===== config.mk =====
export PLATFORM = sky130hd
export DESIGN_NAME = ram_stream_fifo_ctrl
export DESIGN_NICKNAME = d
export VERILOG_FILES = /design/src/rtl/stream_skid2.sv /design/src/rtl/ram_stream_fifo_ctrl.sv
export SDC_FILE = /design/constraint.sdc
export NUM_CORES = 1
export LEC_CHECK = 0
export ABC_AREA = 1
export BUFFER_PORTS_ARGS = -buffer_cell sky130_fd_sc_hd__buf_2
export CAP_MARGIN = 5
export CORE_MARGIN = 3
export CORE_UTILIZATION = 40
export DETAILED_ROUTE_END_ITERATION = 16
export GPL_ROUTABILITY_DRIVEN = 0
export MAX_ROUTING_LAYER = met4
export SYNTH_ARGS = -nofsm -noshare
export SYNTH_HDL_FRONTEND = slang
export SYNTH_HIERARCHICAL = 1
export SYNTH_SLANG_ARGS = --single-unit

===== constraint.sdc =====
create_clock -name clk -period 4.6 [get_ports clk]
set_input_delay 0.46 -clock clk [delete_from_list [all_inputs] [get_ports clk]]
set_output_delay 0.46 -clock clk [all_outputs]
set_load 0.02 [all_outputs]

===== src/rtl/stream_skid2.sv =====
// Two-entry stream buffer with valid/ready on both sides; m_valid and m_data
// come straight from registers so the consumer sees no combinational path.
module stream_skid2 #(
   parameter int WIDTH = 32
) (
   input  logic             clk,
   input  logic             reset,
   input  logic             s_valid,
   output logic             s_ready,
   input  logic [WIDTH-1:0] s_data,
   output logic             m_valid,
   input  logic             m_ready,
   output logic [WIDTH-1:0] m_data,
   output logic [1:0]       level
);
   localparam int SLOTS = 2;

   logic [WIDTH-1:0] mem [SLOTS];
   logic             head_q;
   logic             tail_q;
   logic [1:0]       level_q;
   logic             push;
   logic             pop;

   assign s_ready = (level_q != 2'd2);
   assign m_valid = (level_q != 2'd0);
   assign m_data  = mem[head_q];
   assign level   = level_q;
   assign push    = s_valid && s_ready;
   assign pop     = m_valid && m_ready;

   // NOTE: the data slots are not reset; level_q alone decides which slots hold live words.
   always_ff @(posedge clk) begin
      if (push) mem[tail_q] <= s_data;
   end

   always_ff @(posedge clk or negedge reset) begin
      if (!reset) begin
         head_q  <= 1'b0;
         tail_q  <= 1'b0;
         level_q <= 2'd0;
      end else begin
         if (push) tail_q <= ~tail_q;
         if (pop)  head_q <= ~head_q;
         level_q <= level_q + {1'b0, push} - {1'b0, pop};
      end
   end
endmodule


===== src/rtl/ram_stream_fifo_ctrl.sv =====
// First-word-fall-through FIFO that keeps its bulk storage in an external
// synchronous RAM and prefetches into a two-entry output buffer.
module ram_stream_fifo_ctrl #(
   parameter int WIDTH = 32,
   parameter int DEPTH = 10,
   parameter int WORDS = 1024
) (
   input  logic             clk,
   input  logic             reset,
   input  logic             s_valid,
   output logic             s_ready,
   input  logic [WIDTH-1:0] s_data,
   output logic             m_valid,
   input  logic             m_ready,
   output logic [WIDTH-1:0] m_data,
   output logic [31:0]      count,
   output logic [31:0]      ram_waddress,
   output logic [WIDTH-1:0] ram_din,
   output logic             ram_we,
   output logic [31:0]      ram_raddress,
   input  logic [WIDTH-1:0] ram_dout
);
   localparam int             BUF_DEPTH = 2;
   localparam logic [DEPTH:0] RAM_FULL  = (DEPTH+1)'(WORDS);
   localparam logic [DEPTH:0] CNT_ONE   = (DEPTH+1)'(1);
   localparam logic [DEPTH-1:0] LAST_ADDR = DEPTH'(WORDS - 1);
   localparam logic [DEPTH-1:0] PTR_ONE   = DEPTH'(1);

   logic [DEPTH-1:0] wptr_q;
   logic [DEPTH-1:0] rptr_q;
   logic [DEPTH:0]   ram_count_q;
   logic             inflight_q;
   logic [31:0]      count_q;
   logic             push;
   logic             pop;
   logic             issue;
   logic             buf_room;
   logic             buf_ready;
   logic [1:0]       buf_level;

   // Writes are held off during reset so a request presented then cannot reach the RAM.
   assign s_ready      = reset && (ram_count_q != RAM_FULL);
   assign push         = s_valid && s_ready;
   assign pop          = m_valid && m_ready;
   assign ram_we       = push;
   assign ram_din      = s_data;
   assign ram_waddress = 32'(wptr_q);
   assign ram_raddress = 32'(rptr_q);
   assign count        = count_q;

   // Room for one more word once buffered + inflight - pop is below BUF_DEPTH.
   always_comb begin
      buf_room = 1'b0;
      if (inflight_q) buf_room = (buf_level == 2'd0) || (buf_level == 2'(BUF_DEPTH - 1) && pop);
      else            buf_room = buf_ready || pop;
   end

   // ram_count_q is registered, so a word written this cycle is never read this cycle.
   assign issue = (ram_count_q != '0) && buf_room;

   always_ff @(posedge clk or negedge reset) begin
      if (!reset) begin
         wptr_q      <= '0;
         rptr_q      <= '0;
         ram_count_q <= '0;
         inflight_q  <= 1'b0;
         count_q     <= '0;
      end else begin
         if (push)  wptr_q <= (wptr_q == LAST_ADDR) ? '0 : wptr_q + PTR_ONE;
         if (issue) rptr_q <= (rptr_q == LAST_ADDR) ? '0 : rptr_q + PTR_ONE;
         case ({push, issue})
            2'b10:   ram_count_q <= ram_count_q + CNT_ONE;
            2'b01:   ram_count_q <= ram_count_q - CNT_ONE;
            default: ram_count_q <= ram_count_q;
         endcase
         inflight_q <= issue;
         count_q    <= count_q + 32'(push) - 32'(pop);
      end
   end

   stream_skid2 #(.WIDTH(WIDTH)) u_out_buf (
      .clk     (clk),
      .reset   (reset),
      .s_valid (inflight_q),
      .s_ready (buf_ready),
      .s_data  (ram_dout),
      .m_valid (m_valid),
      .m_ready (m_ready),
      .m_data  (m_data),
      .level   (buf_level)
   );
endmodule


==> results of run 1 <==
## metrics by stage
stage	std cells	instance area [um^2]	hold WS, ns
5_1_grt	1534	9810	0.204
2_1_floorplan	1187	8870	0.164
3_5_place_dp	1501	9190	0.440
3_3_place_gp	1501	9190	0.433
6_report	1534	9810	0.216
4_1_cts	1534	9810	0.202
## cells in the mapped netlist (all sizes together) (8+ instances only)
library cell	n
a21oi	29
buf	86
dfrtp	68
edfxtp	64
ha	46
inv	193
nand2	432
nand3	59
nand4	14
nor2	71
nor3	8
o21ai	28
xor2	16
## critical path, stage by stage (launching register included)
cell     delay [ns]
dfrtp_1        0.38
inv_1          0.07
nand2_1        0.10
nand2_1        0.07
inv_1          0.13
nor2_1         0.06
o22ai_1        0.17
nand2_1        0.31
inv_2          0.26
ha_1           0.47
inv_1          0.11
fa_1           0.37
inv_1          0.13
nand2_1        0.08
nand2_1        0.07
o21ai_0        0.09
o21ai_0        0.21
nand2_1        0.07
nand2_1        0.06
o22ai_1        0.07
## final cells by class
class | count | area (um^2)
well taps | 275 | 344
fillers | 2166 | 11400
clock inverters | 15 | 185
clock buffers | 17 | 425
multi-input cells | 775 | 3840
flip-flops and latches | 132 | 3620
inverters | 193 | 737
repair buffers | 127 | 653
## flip-flops by register name, indices dropped and copies added (netlist names)
name              flops
wptr_q               10
rptr_q               10
count                32
inflight_q            1
u_out_buf/level       2
u_out_buf/head_q      1
u_out_buf/mem        64
u_out_buf/tail_q      1
ram_count_q          11
## per-layer routing
layer,share of wire,vias to the layer above,wire length [um],track usage
met3,0.050,27,971,0.0329
li1,-,3649,-,-
met5,0,-,0,-
met4,0.013,0,248,0.0463
met2,0.45,167,8720,0.261
met1,0.49,3116,9450,0.238
## final timing paths
path / slack [ns] / from / to / cells after the start
hold reg to reg: 0.48 / u_out_buf/tail_q / u_out_buf/tail_q / 2
max in group asynchronous: 3.17 / reset / u_out_buf/level[0] / 3
setup / recovery: 1.19 / u_out_buf/level[1] / ram_count_q[6] / 19
hold / removal: 0.22 / ram_dout[6] / u_out_buf/mem[0][6] / 1
min in group asynchronous: 0.50 / reset / count[10] / 2
setup reg to reg: 1.19 / u_out_buf/level[1] / ram_count_q[6] / 19
## kinds of logic (layout without fill, tap and decap cells)
logic type,count (synthesis),in the layout,share of synthesized area
and+or+nand+nor,591,591,0.283
buffers and inverters,280,352,0.162
DFF,132,132,0.416
AOI/OAI and AO/OA,70,70,0.0464
adders and majority gates,48,48,0.0706
xor gates and xnor gates,22,22,0.0221
other,1,44,0.000430
## what timing repair did
item | 4_1_cts | 5_1_grt
setup buffers | 0 | 0
hold endpoints to repair | 23 | 0
hold buffers | 1 | 0
==> flow_summary.toml, run 1 <==
[worst_setup_path]
critical_path_class = "reg -> reg"
startpoint_type = "register"
worstPathMaxFanout = 14
required_ns = 4.90
crit_path_end_kind = "register"
critPathArrivalTime_ns = 3.71

[route]
num_vias = 6959
routed_via_density = 4.54
wl_um = 19400
post_drt_wl_per_cell_um = 12.6
drc_errors = 0
drt_iter0_drc = 432
ant_nets = 0
drtPass1Iterations = 5

[floorplan]
rows = 53
fp.coreArea_um2 = 21200
start_util = 0.411
dieArea_um2 = 23600
die_x_um = 154
die_h_um = 154
ioPinCount = 231

[yosys]
synth_largest_area_cell = "edfxtp_1"
synth_warnings = 6
ys_seq_elements = 132
synth_edf_count = 64
avgSynthCellArea_um2 = 7.62
synth_ff_type = "dfrtp_1"
netlist_area_um2 = 8710
async_flop_share = 0.515
ys_seq_area_frac = 0.416
syn-instance-count = 1144
synthTopCellsByArea = "edfxtp_1 (22%), dfrtp_1 (20%), nand2_1 (18%), inv_1 (8.1%), buf_4 (6.9%)"
yosysUniqueCellTypes = 41
yosysTopAreaCellShare = 0.221

[layout]
utilization = 0.462
final_common_cell = "nand2_1"
area_growth_pct = 12.6
num_antenna_cells = 0
layout_common_cells = "nand2_1 (416), inv_1 (189), buf_2 (121)"
drive_above_1_share = 0.160
num-nets-final = 1362

[grt]
grt_usage = 0.172
antenna_found_initial = 0
grt_pass1_vias = 6576
grt_max_degree = 46
grt_pass1_wl_um = 32200
overflow = 0

[clock_tree]
clockBufferDepth = 2
clkLatencyLatePin_ns = 0.43
htreeDepth = 4
root_buffer = "clkbuf_16"
numClockSinks = 132
cts_tree = "done"
cts_buffers = 17
path_clk_slew_ns = 0.07
cts_resized = 0

[sta]
fmaxAchievable_mhz = 293
fin_tns_setup_ns = 0
post-route-period-util = 0.742
tightestPinTransition_ns = 0.580
maxSlewViolCount = 0
skew_ns = 0.0124
rsz0062_at_grt = "no"
finalHoldViolations = 0
setup_violations = 0
slew_headroom = 0.613
fin_ws_ns = 1.19
period_minus_slack_ns = 3.41

[run]
max-cap-violations = 0

[place]
dp_hpwl_um = 14600
io_buffers = 122
pre_cts_slack_ns = 1.16

[outcome]
outcome = "completed"

[hold_path]
holdCritPathClass = "in -> reg"
Power of run 1 is left out: the tool's default activity adds up to more than one toggle a clock period on the data nets, which glitch-free logic cannot reach.
==> run 2, diff against run 1 <==
ABC_AREA = 0   (was 1)
PLACE_DENSITY = 0.67   (was not set)
clock period = 3.11 ns   (was 4.6 ns; I/O delays follow)
==> flow_summary.toml, run 2 <==
[yosys]
ys_seq_elements = 132
synth_common_cells = "buf_4 (76), dfrtp_1 (68), edfxtp_1 (64)"
synth_warnings = 6
synth_largest_area_cell = "edfxtp_1"
ys_seq_area_frac = 0.482
async_flop_share = 0.515
netlist_area_um2 = 7510
syn-instance-count = 685
yosysTopAreaCellShare = 0.256
synth_edf_count = 64
yosysUniqueCellTypes = 63
synth_ff_type = "dfrtp_1"
avgSynthCellArea_um2 = 11.0
synthTopCellsByArea = "edfxtp_1 (26%), dfrtp_1 (23%), ha_1 (7.7%), buf_4 (7.6%), mux2_2 (4.8%)"
yosysMostFrequentCell = "buf_4"

[sta]
slew_headroom = 0.403
fin_ws_ns = -0.615
tightestPinTransition_ns = 0.895
period_minus_slack_ns = 3.72
skew_ns = 0.00829
fin_tns_setup_ns = -9.71
rsz0062_at_grt = "yes"
post-route-period-util = 1.20
fmaxAchievable_mhz = 268
maxSlewViolCount = 0
setup_violations = 25
finalHoldViolations = 0

[route]
wl_um = 15300
ant_nets = 0
drtPass1Iterations = 4
routed_via_density = 4.86
post_drt_wl_per_cell_um = 14.1
drc_errors = 0
drt_iter0_drc = 291
num_vias = 5290

[grt]
grt_pass1_vias = 5177
grt_max_degree = 69
grt_pass1_wl_um = 24800
antenna_found_initial = 0
grt_usage = 0.154
overflow = 0

[floorplan]
fp.coreArea_um2 = 18200
ioPinCount = 231
start_util = 0.412
die_h_um = 143
rows = 49
dieArea_um2 = 20500
die_x_um = 143

[clock_tree]
clockBufferDepth = 2
cts_tree = "done"
clkLatencyLatePin_ns = 0.41
path_clk_slew_ns = 0.06
cts_buffers = 17
root_buffer = "clkbuf_16"
htreeDepth = 4
hold_buffers = 0
numClockSinks = 132

[outcome]
outcome = "finished with violations"
violations = "negative setup slack"

[hold_path]
holdCritPathClass = "in -> reg"

[layout]
area_growth_pct = 25.4
largest_register_ffs = 64
num-nets-final = 962
utilization = 0.517
layout_common_cells = "buf_2 (121), dfrtp_1 (68), edfxtp_1 (64)"
top_register = "u_out_buf/mem"
num_antenna_cells = 0
drive_above_1_share = 0.361
final_common_cell = "buf_2"
instances_no_fill = 1088

[worst_setup_path]
worstPathMaxFanout = 7
startpoint_type = "register"
crit_path_end_kind = "register"
critical_path_class = "reg -> reg"
required_ns = 3.40
critPathArrivalTime_ns = 4.01

[place]
dp.cells = 1041
io_buffers = 122
dp_hpwl_um = 11000

[run]
max-cap-violations = 0
==> run 2: per-layer routing <==
| metal | track usage | part of all wire |
|---|---|---|
| met4 | 0.0395 | 0.0088 |
| met3 | 0.0452 | 0.062 |
| met2 | 0.242 | 0.47 |
| met1 | 0.196 | 0.46 |
| met5 | - | 0 |
==> run 2: final cells by class <==
cell class	instances	area (um^2)
fillers	1623	8790
flip-flops and latches	132	3620
multi-input cells	453	3550
repair buffers	187	1130
clock buffers	17	425
well taps	229	287
inverters	55	209
clock inverters	15	194
==> run 2: logic make-up after synthesis <==
| logic type | synth area share |
|---|---|
| XOR/XNOR | 0.0525 |
| adder cells (fa/ha/maj) | 0.0820 |
| AND/OR/NAND/NOR | 0.0956 |
| multiplexers | 0.0546 |
| flip-flops | 0.482 |
| buffers and inverters | 0.113 |
| other | 0.000499 |
| AO/OA/AOI/OAI | 0.120 |
==> run 2: repair_timing <==
item	in CTS	in global routing
resized for setup	19	34
buffers inserted	14	9
pin swaps	18	33
setup endpoints to repair	25	29
==> run 2: critical path, cell delays in order (launching register included) <==
cell and delay [ns]:
dfrtp_1 0.37, or4_4 0.54, nor4_4 0.25, a21boi_2 0.11, nand2_4 0.09, ha_4 0.20
inv_4 0.05, ha_4 0.13, inv_2 0.04, fa_2 0.33, nor2b_1 0.11, o21ai_1 0.08
a21o_1 0.20, a211oi_2 0.29, o2111ai_2 0.19, a21oi_4 0.30, mux2i_1 0.21, nand3_1 0.08
==> run 2: path summary, 6_finish.rpt <==
path / startpoint / to / slack (ns) / cells past startpoint
worst max-delay path: ram_count_q[1] / count[24] / -0.61 / 17
worst min-delay path: ram_dout[19] / u_out_buf/mem[0][19] / 0.08 / 1
worst max register to register: ram_count_q[1] / count[24] / -0.61 / 17
worst min register to register: u_out_buf/head_q / u_out_buf/head_q / 0.46 / 1
max in group asynchronous: reset / count[21] / 2.37 / 2
min in group asynchronous: reset / count[6] / 0.16 / 2
==> run 2: through the flow <==
step                      setup slack, ns  instance area (um^2)  hold slack [ns]
after floorplan                    -0.634                  7830           0.0154
after global placement             -0.637                  8460            0.457
after detailed placement           -0.723                  8460            0.464
after CTS                          -0.606                  9280           0.0643
after global routing               -0.851                  9420           0.0691
final                              -0.615                  9420           0.0834
Power of run 2 is left out for the same reason.
